<file path="config.mk">
export PLATFORM = sky130hd
export DESIGN_NAME = enoc_switch_allocator
export DESIGN_NICKNAME = d
export VERILOG_FILES = /design/src/rtl/enoc_sa_pkg.sv /design/src/rtl/enoc_rr_lock_arbiter.sv /design/src/rtl/enoc_switch_allocator.sv
export SDC_FILE = /design/constraint.sdc
export NUM_CORES = 1
export LEC_CHECK = 0
export BUFFER_PORTS_ARGS = -buffer_cell sky130_fd_sc_hd__buf_2
export CAP_MARGIN = 20
export CORE_MARGIN = 2
export CORE_UTILIZATION = 39
export CTS_CLUSTER_DIAMETER = 40
export DETAILED_ROUTE_END_ITERATION = 12
export SYNTH_ARGS = -nofsm -noshare
export SYNTH_HDL_FRONTEND = slang
export SYNTH_HIERARCHICAL = 1
export SYNTH_SLANG_ARGS = --single-unit
</file>
<file path="constraint.sdc">
create_clock -name clk -period 9.7 [get_ports clk]
set_input_delay 0.485 -clock clk [delete_from_list [all_inputs] [get_ports clk]]
set_output_delay 0.485 -clock clk [all_outputs]
set_load 0.01 [all_outputs]
</file>
<file path="src/rtl/enoc_sa_pkg.sv">
// rtl/enoc_sa_pkg.sv - shared port indices, types and helpers for the switch allocator
package enoc_sa_pkg;

  localparam int NPORTS = 5;
  localparam int C_PORT = 0;
  localparam int N_PORT = 1;
  localparam int E_PORT = 2;
  localparam int S_PORT = 3;
  localparam int W_PORT = 4;

  typedef logic [0:4] port_vec_t;
  typedef logic [2:0] port_idx_t;

  function automatic port_idx_t next_port(input port_idx_t p);
    return (p == port_idx_t'(NPORTS - 1)) ? '0 : p + 3'd1;
  endfunction

endpackage

</file>
<file path="src/rtl/enoc_rr_lock_arbiter.sv">
// rtl/enoc_rr_lock_arbiter.sv - 5-way round-robin arbiter with wormhole lock for one output
module enoc_rr_lock_arbiter
  import enoc_sa_pkg::*;
(
  input  logic      clk,
  input  logic      reset_n,
  input  port_vec_t req,
  input  port_vec_t tail,
  input  logic      out_en,
  output port_vec_t grant,
  output logic      locked,
  output port_idx_t owner
);

  port_idx_t ptr;
  port_idx_t win_idx;
  port_idx_t cand;
  logic      win;

  always_comb begin
    grant   = '0;
    win     = 1'b0;
    win_idx = owner;
    cand    = ptr;
    if (reset_n && out_en) begin
      if (locked) begin
        win = req[owner];
      end else begin
        for (int k = 0; k < NPORTS; k++) begin
          if (!win && req[cand]) begin
            win     = 1'b1;
            win_idx = cand;
          end
          cand = next_port(cand);
        end
      end
      if (win) grant[win_idx] = 1'b1;
    end
  end

  // Pointer only advances on head flits; body/tail flits keep it frozen.
  always_ff @(posedge clk) begin
    if (!reset_n) begin
      locked <= 1'b0;
      owner  <= '0;
      ptr    <= '0;
    end else if (win) begin
      if (!locked) begin
        ptr <= next_port(win_idx);
        if (!tail[win_idx]) begin
          locked <= 1'b1;
          owner  <= win_idx;
        end
      end else if (tail[win_idx]) begin
        locked <= 1'b0;
      end
    end
  end

endmodule

</file>
<file path="src/rtl/enoc_switch_allocator.sv">
// rtl/enoc_switch_allocator.sv - per-router switch allocator; ENOC_SA_XFER_CNT_EN adds transfer counters
module enoc_switch_allocator
  import enoc_sa_pkg::*;
#(
  parameter int PORTS = 5
`ifdef ENOC_SA_XFER_CNT_EN
  , parameter int CNT_W = 16
`endif
) (
  input  logic                   clk,
  input  logic                   reset_n,
  input  logic [0:4][0:4]        i_req,
  input  logic [0:4]             i_val,
  input  logic [0:4]             i_tail,
  input  logic [0:4]             i_out_en,
  output logic [0:4][0:4]        o_grant,
  output logic [0:4][0:4]        o_xbar_sel,
  output logic [0:4]             o_out_val
`ifdef ENOC_SA_XFER_CNT_EN
  , output logic [0:4][CNT_W-1:0] o_xfer_cnt
`endif
);

  logic [0:4][0:4] col_req;
  port_vec_t       col_grant [NPORTS];
  logic            lock      [NPORTS];
  port_idx_t       owner     [NPORTS];

  always_comb begin
    col_req = '0;
    for (int j = 0; j < NPORTS; j++)
      for (int i = 0; i < NPORTS; i++)
        col_req[j][i] = i_val[i] & i_req[i][j];
  end

  for (genvar j = 0; j < PORTS; j++) begin : g_out
    enoc_rr_lock_arbiter u_arb (
      .clk    (clk),
      .reset_n(reset_n),
      .req    (col_req[j]),
      .tail   (i_tail),
      .out_en (i_out_en[j]),
      .grant  (col_grant[j]),
      .locked (lock[j]),
      .owner  (owner[j])
    );
  end

  always_comb begin
    o_grant    = '0;
    o_xbar_sel = '0;
    o_out_val  = '0;
    for (int j = 0; j < NPORTS; j++) begin
      o_xbar_sel[j] = col_grant[j];
      o_out_val[j]  = |col_grant[j];
      for (int i = 0; i < NPORTS; i++)
        o_grant[i][j] = col_grant[j][i];
    end
  end

`ifdef ENOC_SA_XFER_CNT_EN
  always_ff @(posedge clk) begin
    for (int j = 0; j < NPORTS; j++) begin
      if (!reset_n)
        o_xfer_cnt[j] <= '0;
      else if (o_out_val[j] && (o_xfer_cnt[j] != '1))
        o_xfer_cnt[j] <= o_xfer_cnt[j] + 1'b1;
    end
  end
`endif

  // Flags stimulus whose outcome the allocator leaves undefined.
  always_ff @(posedge clk) begin
    if (reset_n) begin
      for (int i = 0; i < NPORTS; i++)
        assert (!i_val[i] || $onehot0(i_req[i]))
          else $error("multi-hot request on input %0d", i);
      for (int j = 0; j < NPORTS; j++)
        if (lock[j] && i_val[owner[j]])
          assert (i_req[owner[j]][j])
            else $error("locked owner %0d left output %0d mid-packet", owner[j], j);
    end
  end

endmodule

</file>
==> flow_summary.toml, run 1 <==
[synth]
synth_cell_type_count = 120
synth-seq-area-share_pct = 8.43
synth_edf_count = 0
netlist_area_sq_um = 8320
synthFlopType = "dfxtp_1"
synthArstFlopShare_pct = 0
netlist_instances = 1083
synth-seq-cells = 35
syn_nets = 1170
syn_avg_cell_area_sq_um = 7.68
yosys_warnings = 6

[clocking]
cts_root_buf = "clkbuf_16"
post-cts-setup-buffers = 0
numClockSinks = 35
post_cts_resized = 0
hold_buffers = 0
cts_max_level = 2
clk_latency_ns = 0.29
cts_tree = "yes"
cts.path.max_buffers = 2
cts_inserted_buffers = 5
path_clk_slew_ns = 0.06

[drt]
drt_first_pass_iters = 5
drc = 0
via_per_inst = 6.08
wl_per_cell_um = 17.6
drt_iter0_markers = 679
vias = 8522
drtAntennaViolNets = 0
drt-total-wl_um = 24600

[critical_path]
crit_path_cell_trace = "inv_1, ha_1, a21oi_2, inv_1, ha_1, o21ai_0, a22o_1, inv_1, ha_1, mux2i_1, nor2b_1, a221oi_1, o22ai_1, or3_4, a211o_1, o2bb2ai_1, mux2i_1, nor2b_1, nor3b_1, nor2_1, nand2_1, buf_2"
r2r_slack_ns = 3.75
reg2reg_from = "g_out[0].u_arb/ptr[0]"
worstPathRequired_ns = 9.22
endpoint_kind = "primary output"
slowest_delay_ns = 0.65
start_kind = "flop"
crit_family = "compound AO/OA/AOI/OAI gates"
worstPathMaxFanout = 14
path_class = "reg -> out"
r2r_end = "g_out[0].u_arb/ptr[2]"
critPathSlowestCell = "dfxtp_1"
critPathBufInv = 4
reg2reg_depth = 21
cp.arrival_ns = 5.81

[power]
ir_drop_uv = 243
p_sw_uw = 2070
power.leakage_uw = 0.00361
p_comb_share_pct = 86.7
internal_power_uw = 1590
sw_frac_of_total_pct = 56.5
power_frac_seq_pct = 8.9
power.density_nw_per_um2 = 413
clock_power_share_pct = 4.4

[timing]
fmax_mhz = 159
fin_crit_ns = 6.29
relSlewSlack_pct = 43.8
holdWs_ns = 0.556
hold_viol_final = 0
drv_slew = 0
tightest_slew_ns = 0.821
setup_violations = 0
setup-tns-final_ns = 0
rsz0062_at_grt = "no"
fin_crit_sh_pct = 64.9
fin_skew_ns = 0.00718

[cells_and_area]
n_fill_cell = 2183
final_area_sq_um = 8880
finalNetCount = 1213
area_growth_pct = 6.83
drive_above_1_share_pct = 21.7
antennaDiodeCount = 0
layout_common_cells = "nand2_1, buf_2, nor2_1, inv_1, mux2i_1"

[place]
io_buffers = 96
hpwlAfterDp_um = 19000
placed_cell_area_sq_um = 8740
gp_congestion = 0.898

[floorplanning]
pin_count = 97
die_y_um = 150
die_w_um = 150
start_util_pct = 39.7
die_area_sq_um = 22500
rows = 53
core_area_sq_um = 21000

[hold_path]
hold_path_end = "g_out[4].u_arb/owner[2]"
min_delay_path_depth = 2
hp-start = "g_out[4].u_arb/owner[2]"
worstHoldPathType = "reg -> reg"

[grt]
grt.overflow.total = 0
grt_util_all_layers_pct = 21.5
antenna_found_initial = 0
grt_pass1_wl_um = 39700
grt_max_degree = 35
grt_pass1_vias = 7737

[outcome]
status = "finished clean"

[flow_run]
drv_cap = 0
==> worst max-delay path by stage <==
stage / from / endpoint / depth (start not counted)
finish: g_out[0].u_arb/ptr[0] / o_out_val[0] / 22
global route: g_out[0].u_arb/ptr[0] / o_out_val[0] / 22
CTS: g_out[0].u_arb/ptr[0] / o_out_val[0] / 23
detailed placement: g_out[0].u_arb/ptr[0] / o_out_val[0] / 23
global placement: g_out[1].u_arb/ptr[0] / o_out_val[1] / 21
floorplan: g_out[0].u_arb/ptr[0] / o_xbar_sel[24] / 22
==> power by group through the flow <==
stage | Sequential (uW) | Combinational [uW] | Clock, uW
2_1_floorplan | 229 | 2670 | 0
3_5_place_dp | 329 | 3130 | 0
5_1_grt | 343 | 3500 | 169
4_1_cts | 326 | 3150 | 164
6_report | 327 | 3180 | 161
3_3_place_gp | 327 | 3120 | 0
==> flip-flops by register name, indices dropped and copies added (netlist names) <==
signal / flops
g_out.u_arb/locked: 5
g_out.u_arb/ptr: 15
g_out.u_arb/owner: 15
==> metal layers <==
layer	global-route usage, %	vias to the layer above	share of wire, %
met5	0	-	0
met4	6.56	0	2.5
li1	-	4214	-
met1	28.8	4032	46
met3	1.46	36	4.2
met2	36.6	240	47
==> Yosys cell counts, types with 5 or more instances <==
| master | n | area, sq um |
|---|---|---|
| mux4_2 | 9 | 203 |
| o21a_1 | 17 | 128 |
| a21o_1 | 9 | 67.6 |
| or2_2 | 6 | 37.5 |
| a22o_1 | 5 | 43.8 |
| nand4_1 | 14 | 87.6 |
| or4_4 | 6 | 67.6 |
| a211o_1 | 8 | 70.1 |
| clkbuf_1 | 16 | 60.1 |
| a311oi_1 | 15 | 131 |
| o211a_1 | 11 | 110 |
| a211oi_1 | 9 | 67.6 |
| a31oi_1 | 27 | 169 |
| and3_1 | 13 | 81.3 |
| a21oi_1 | 48 | 240 |
| dfxtp_1 | 35 | 701 |
| or3_1 | 14 | 87.6 |
| and2_1 | 33 | 206 |
| nor3b_1 | 17 | 128 |
| nor4b_1 | 6 | 52.6 |
| inv_1 | 60 | 225 |
| nor2b_1 | 13 | 81.3 |
| o21ai_0 | 46 | 230 |
| nand3_1 | 32 | 160 |
| or3b_1 | 5 | 43.8 |
| mux2i_1 | 59 | 591 |
| mux2_2 | 34 | 383 |
| a32o_1 | 5 | 50.1 |
| nor3_1 | 25 | 125 |
| o31ai_1 | 11 | 82.6 |
| a21boi_0 | 6 | 45.0 |
| nand4b_1 | 5 | 43.8 |
| nor4_1 | 6 | 37.5 |
| buf_4 | 29 | 218 |
| o221ai_1 | 9 | 78.8 |
| o21ai_1 | 8 | 40.0 |
| nor2_1 | 85 | 319 |
| nand2_1 | 96 | 360 |
| buf_6 | 8 | 90.1 |
| ha_1 | 45 | 563 |
| nand2b_1 | 18 | 113 |
==> cells by family after synthesis <==
kind of cell	Yosys count	synth area share, %
AND/OR/NAND/NOR	436	29.6
AO/OA/AOI/OAI	336	32.6
buffers and inverters	125	7.76
multiplexers	106	14.8
adder cells (fa/ha/maj)	45	6.77
flip-flops	35	8.43
==> cell type report <==
type | instances | area, sq um | share of cell area [%]
multi-input cells | 923 | 6970 | 78.5
repair buffers | 96 | 480 | 5.41
flip-flops and latches | 35 | 701 | 7.89
well taps | 275 | 344 | 3.87
clock inverters | 3 | 20.0 | 0.225
clock buffers | 5 | 125 | 1.41
inverters | 65 | 244 | 2.75
==> worst min-delay path, cell delays in order (launching register included) <==
cell and delay [ns]:
dfxtp_1 0.37, nand2_1 0.08, mux2i_1 0.06
==> through the flow <==
stage	std cells	setup slack [ns]	total power, uW	utilization, %
global placement	1394	3.90	3450	41.7
global route	1402	2.83	4020	42.4
detailed placement	1394	3.77	3460	41.7
finish	1402	3.41	3670	42.4
floorplan	1083	4.15	2900	-
CTS	1402	3.46	3640	42.4
(Power assumes the default switching activity.)
==> run 2, diff against run 1 <==
clock period = 5.45 ns   (was 9.7 ns; I/O delays follow)
==> run 2 against run 1 <==
Against the previous run:
- global-route usage up 0.47 points
- sequential share of layout area fell by 0.30 points
- worst hold slack worse by 0.17 ns
- largest power group unchanged
- via count rose by 1.5%
==> flow_summary.toml, run 2 (synthesis results as in run 1) <==
[critical_path]
reg2reg_from = "g_out[2].u_arb/ptr[0]"
crit_family = "compound AO/OA/AOI/OAI gates"
critPathSlowestCell = "ha_2"
crit_path_cell_trace = "inv_1, ha_1, a21oi_1, inv_1, ha_1, o21ai_0, a22o_1, inv_1, ha_2, mux2i_1, a221o_1, o2bb2ai_1, a221oi_2, buf_4, o211a_2, a211oi_2, mux2i_1, mux2i_2, nor3b_2, nor3_1, nand2_1, buf_2"
path_class = "reg -> out"
endpoint_kind = "primary output"
cp.arrival_ns = 4.88
startpoint = "g_out[2].u_arb/ptr[0]"
cp_common_cell = "inv_1"
start_kind = "flop"
critPathBufInv = 5
worstPathRequired_ns = 5.18
slowest_delay_ns = 0.43
worstPathMaxFanout = 6

[drt]
drt_first_pass_iters = 5
drc = 0
wl_per_cell_um = 17.8
via_per_inst = 6.02
vias = 8654
drt_iter0_markers = 550
drt-total-wl_um = 25500
drtAntennaViolNets = 0

[timing]
fin_crit_sh_pct = 94.5
layout_setup_ws_ns = 0.299
fmax_mhz = 194
hold_viol_final = 0
setup_violations = 0
setup-tns-final_ns = 0
relSlewSlack_pct = 48.3
fin_skew_ns = 0.00312
tightest_slew_ns = 0.754
rsz0062_at_grt = "yes"
fin_crit_ns = 5.15
drv_slew = 0

[grt]
antenna_found_initial = 0
grt_pass1_vias = 7809
grt_util_all_layers_pct = 21.9
grt.overflow.total = 0
grt_max_degree = 35
grt_pass1_wl_um = 40600

[place]
gp_congestion = 0.888
dp_slack_ns = 0.286
dp_cells = 1423
hpwlAfterDp_um = 19300
io_buffers = 96

[floorplanning]
pin_count = 97
rows = 53
die_y_um = 150
die_area_sq_um = 22500
core_area_sq_um = 21000
start_util_pct = 39.7
die_w_um = 150

[power]
internal_power_uw = 3090
clock_power_share_pct = 4.0
power_uw = 6950
ir_drop_uv = 441
sw_frac_of_total_pct = 55.6
p_comb_share_pct = 89.1
power.leakage_uw = 0.00381
p_sw_uw = 3870
power_frac_seq_pct = 6.9
power.density_nw_per_um2 = 749

[hold_path]
worstHoldPathType = "in -> reg"
hp-start = "i_out_en[0]"

[cells_and_area]
area_growth_pct = 11.7
finalNetCount = 1248
drive_above_1_share_pct = 26.7
top_regs = "g_out.u_arb/owner: 15 flops, g_out.u_arb/ptr: 15 flops, g_out.u_arb/locked: 5 flops"
finalNonFillerCells = 1437
final_util_pct = 44.3
antennaDiodeCount = 0
layout_common_cells = "nand2_1, buf_2, nor2_1, inv_1, mux2i_1"

[clocking]
cts.path.max_buffers = 2
path_clk_slew_ns = 0.05
cts_tree = "yes"
cts_max_level = 2
cts_inserted_buffers = 5
hold_buffers = 0
cts_root_buf = "clkbuf_16"
clk_latency_ns = 0.28
numClockSinks = 35

[flow_run]
drv_cap = 0

[outcome]
status = "finished clean"
[run 2: changes by cell type in the layout (fill, tap and decap cells not counted), sizes merged]
cell	change
buf	+35
clkinvlp	-2
clkbuf	+2
[run 2: through the flow]
step	cell area, sq um	hold slack, ns
CTS	9090	0.374
global placement	8960	0.538
finish	9290	0.386
detailed placement	8960	0.537
global route	9290	0.420
floorplan	8320	0.390
[run 2: cell type report]
type                       instances  area (sq um)
multi-input combinational        923          7120
clock inverter                     1          5.00
fill                            2166         11700
timing repair buffer             131           743
tap                              275           344
inverter                          65           244
clock buffer                       7           133
sequential                        35           704
[run 2: per-layer routing]
layer  vias up  GRT usage (%)  wire (um)
met3        43           2.07       1390
met5         -              0          0
met1      4040           31.2      12000
li1       4266              -          -
met2       305           35.0      11500
met4         0           6.46        639
[run 2: repair_timing]
item                                    4_1_cts  5_1_grt
resized for setup                             1       40
cloned                                        0        0
pin swaps                                     0        8
setup buffers                                 0        6
endpoints found under the setup margin        1       37
[run 2: path summary, 6_finish.rpt]
| kind | to | slack, ns | depth (start not counted) |
|---|---|---|---|
| max | o_out_val[2] | 0.30 | 22 |
| min | g_out[0].u_arb/locked | 0.39 | 4 |
| max reg2reg | g_out[2].u_arb/ptr[2] | 0.35 | 21 |
| min reg2reg | g_out[0].u_arb/owner[2] | 0.54 | 2 |
[run 2: power groups by stage]
stage | Clock, uW | Sequential, uW | Combinational, uW
floorplan | 0 | 408 | 4760
global route | 298 | 493 | 6790
CTS | 285 | 470 | 5890
detailed placement | 0 | 473 | 5860
finish | 278 | 479 | 6200
global placement | 0 | 473 | 5820
[run 2: worst register-to-register path: stages (launching register included)]
cell and delay (ns):
dfxtp_1 0.32, inv_1 0.08, ha_1 0.26, a21oi_1 0.20, inv_1 0.10, ha_1 0.22, o21ai_0 0.14, a22o_1 0.24
inv_1 0.13, ha_2 0.43, mux2i_1 0.21, a221o_1 0.22, o2bb2ai_1 0.11, a221oi_2 0.29, o211ai_2 0.19, a2111oi_4 0.37
mux2i_1 0.32, a21o_1 0.22, clkinv_1 0.12, ha_1 0.22, or3_1 0.37, a311oi_1 0.24
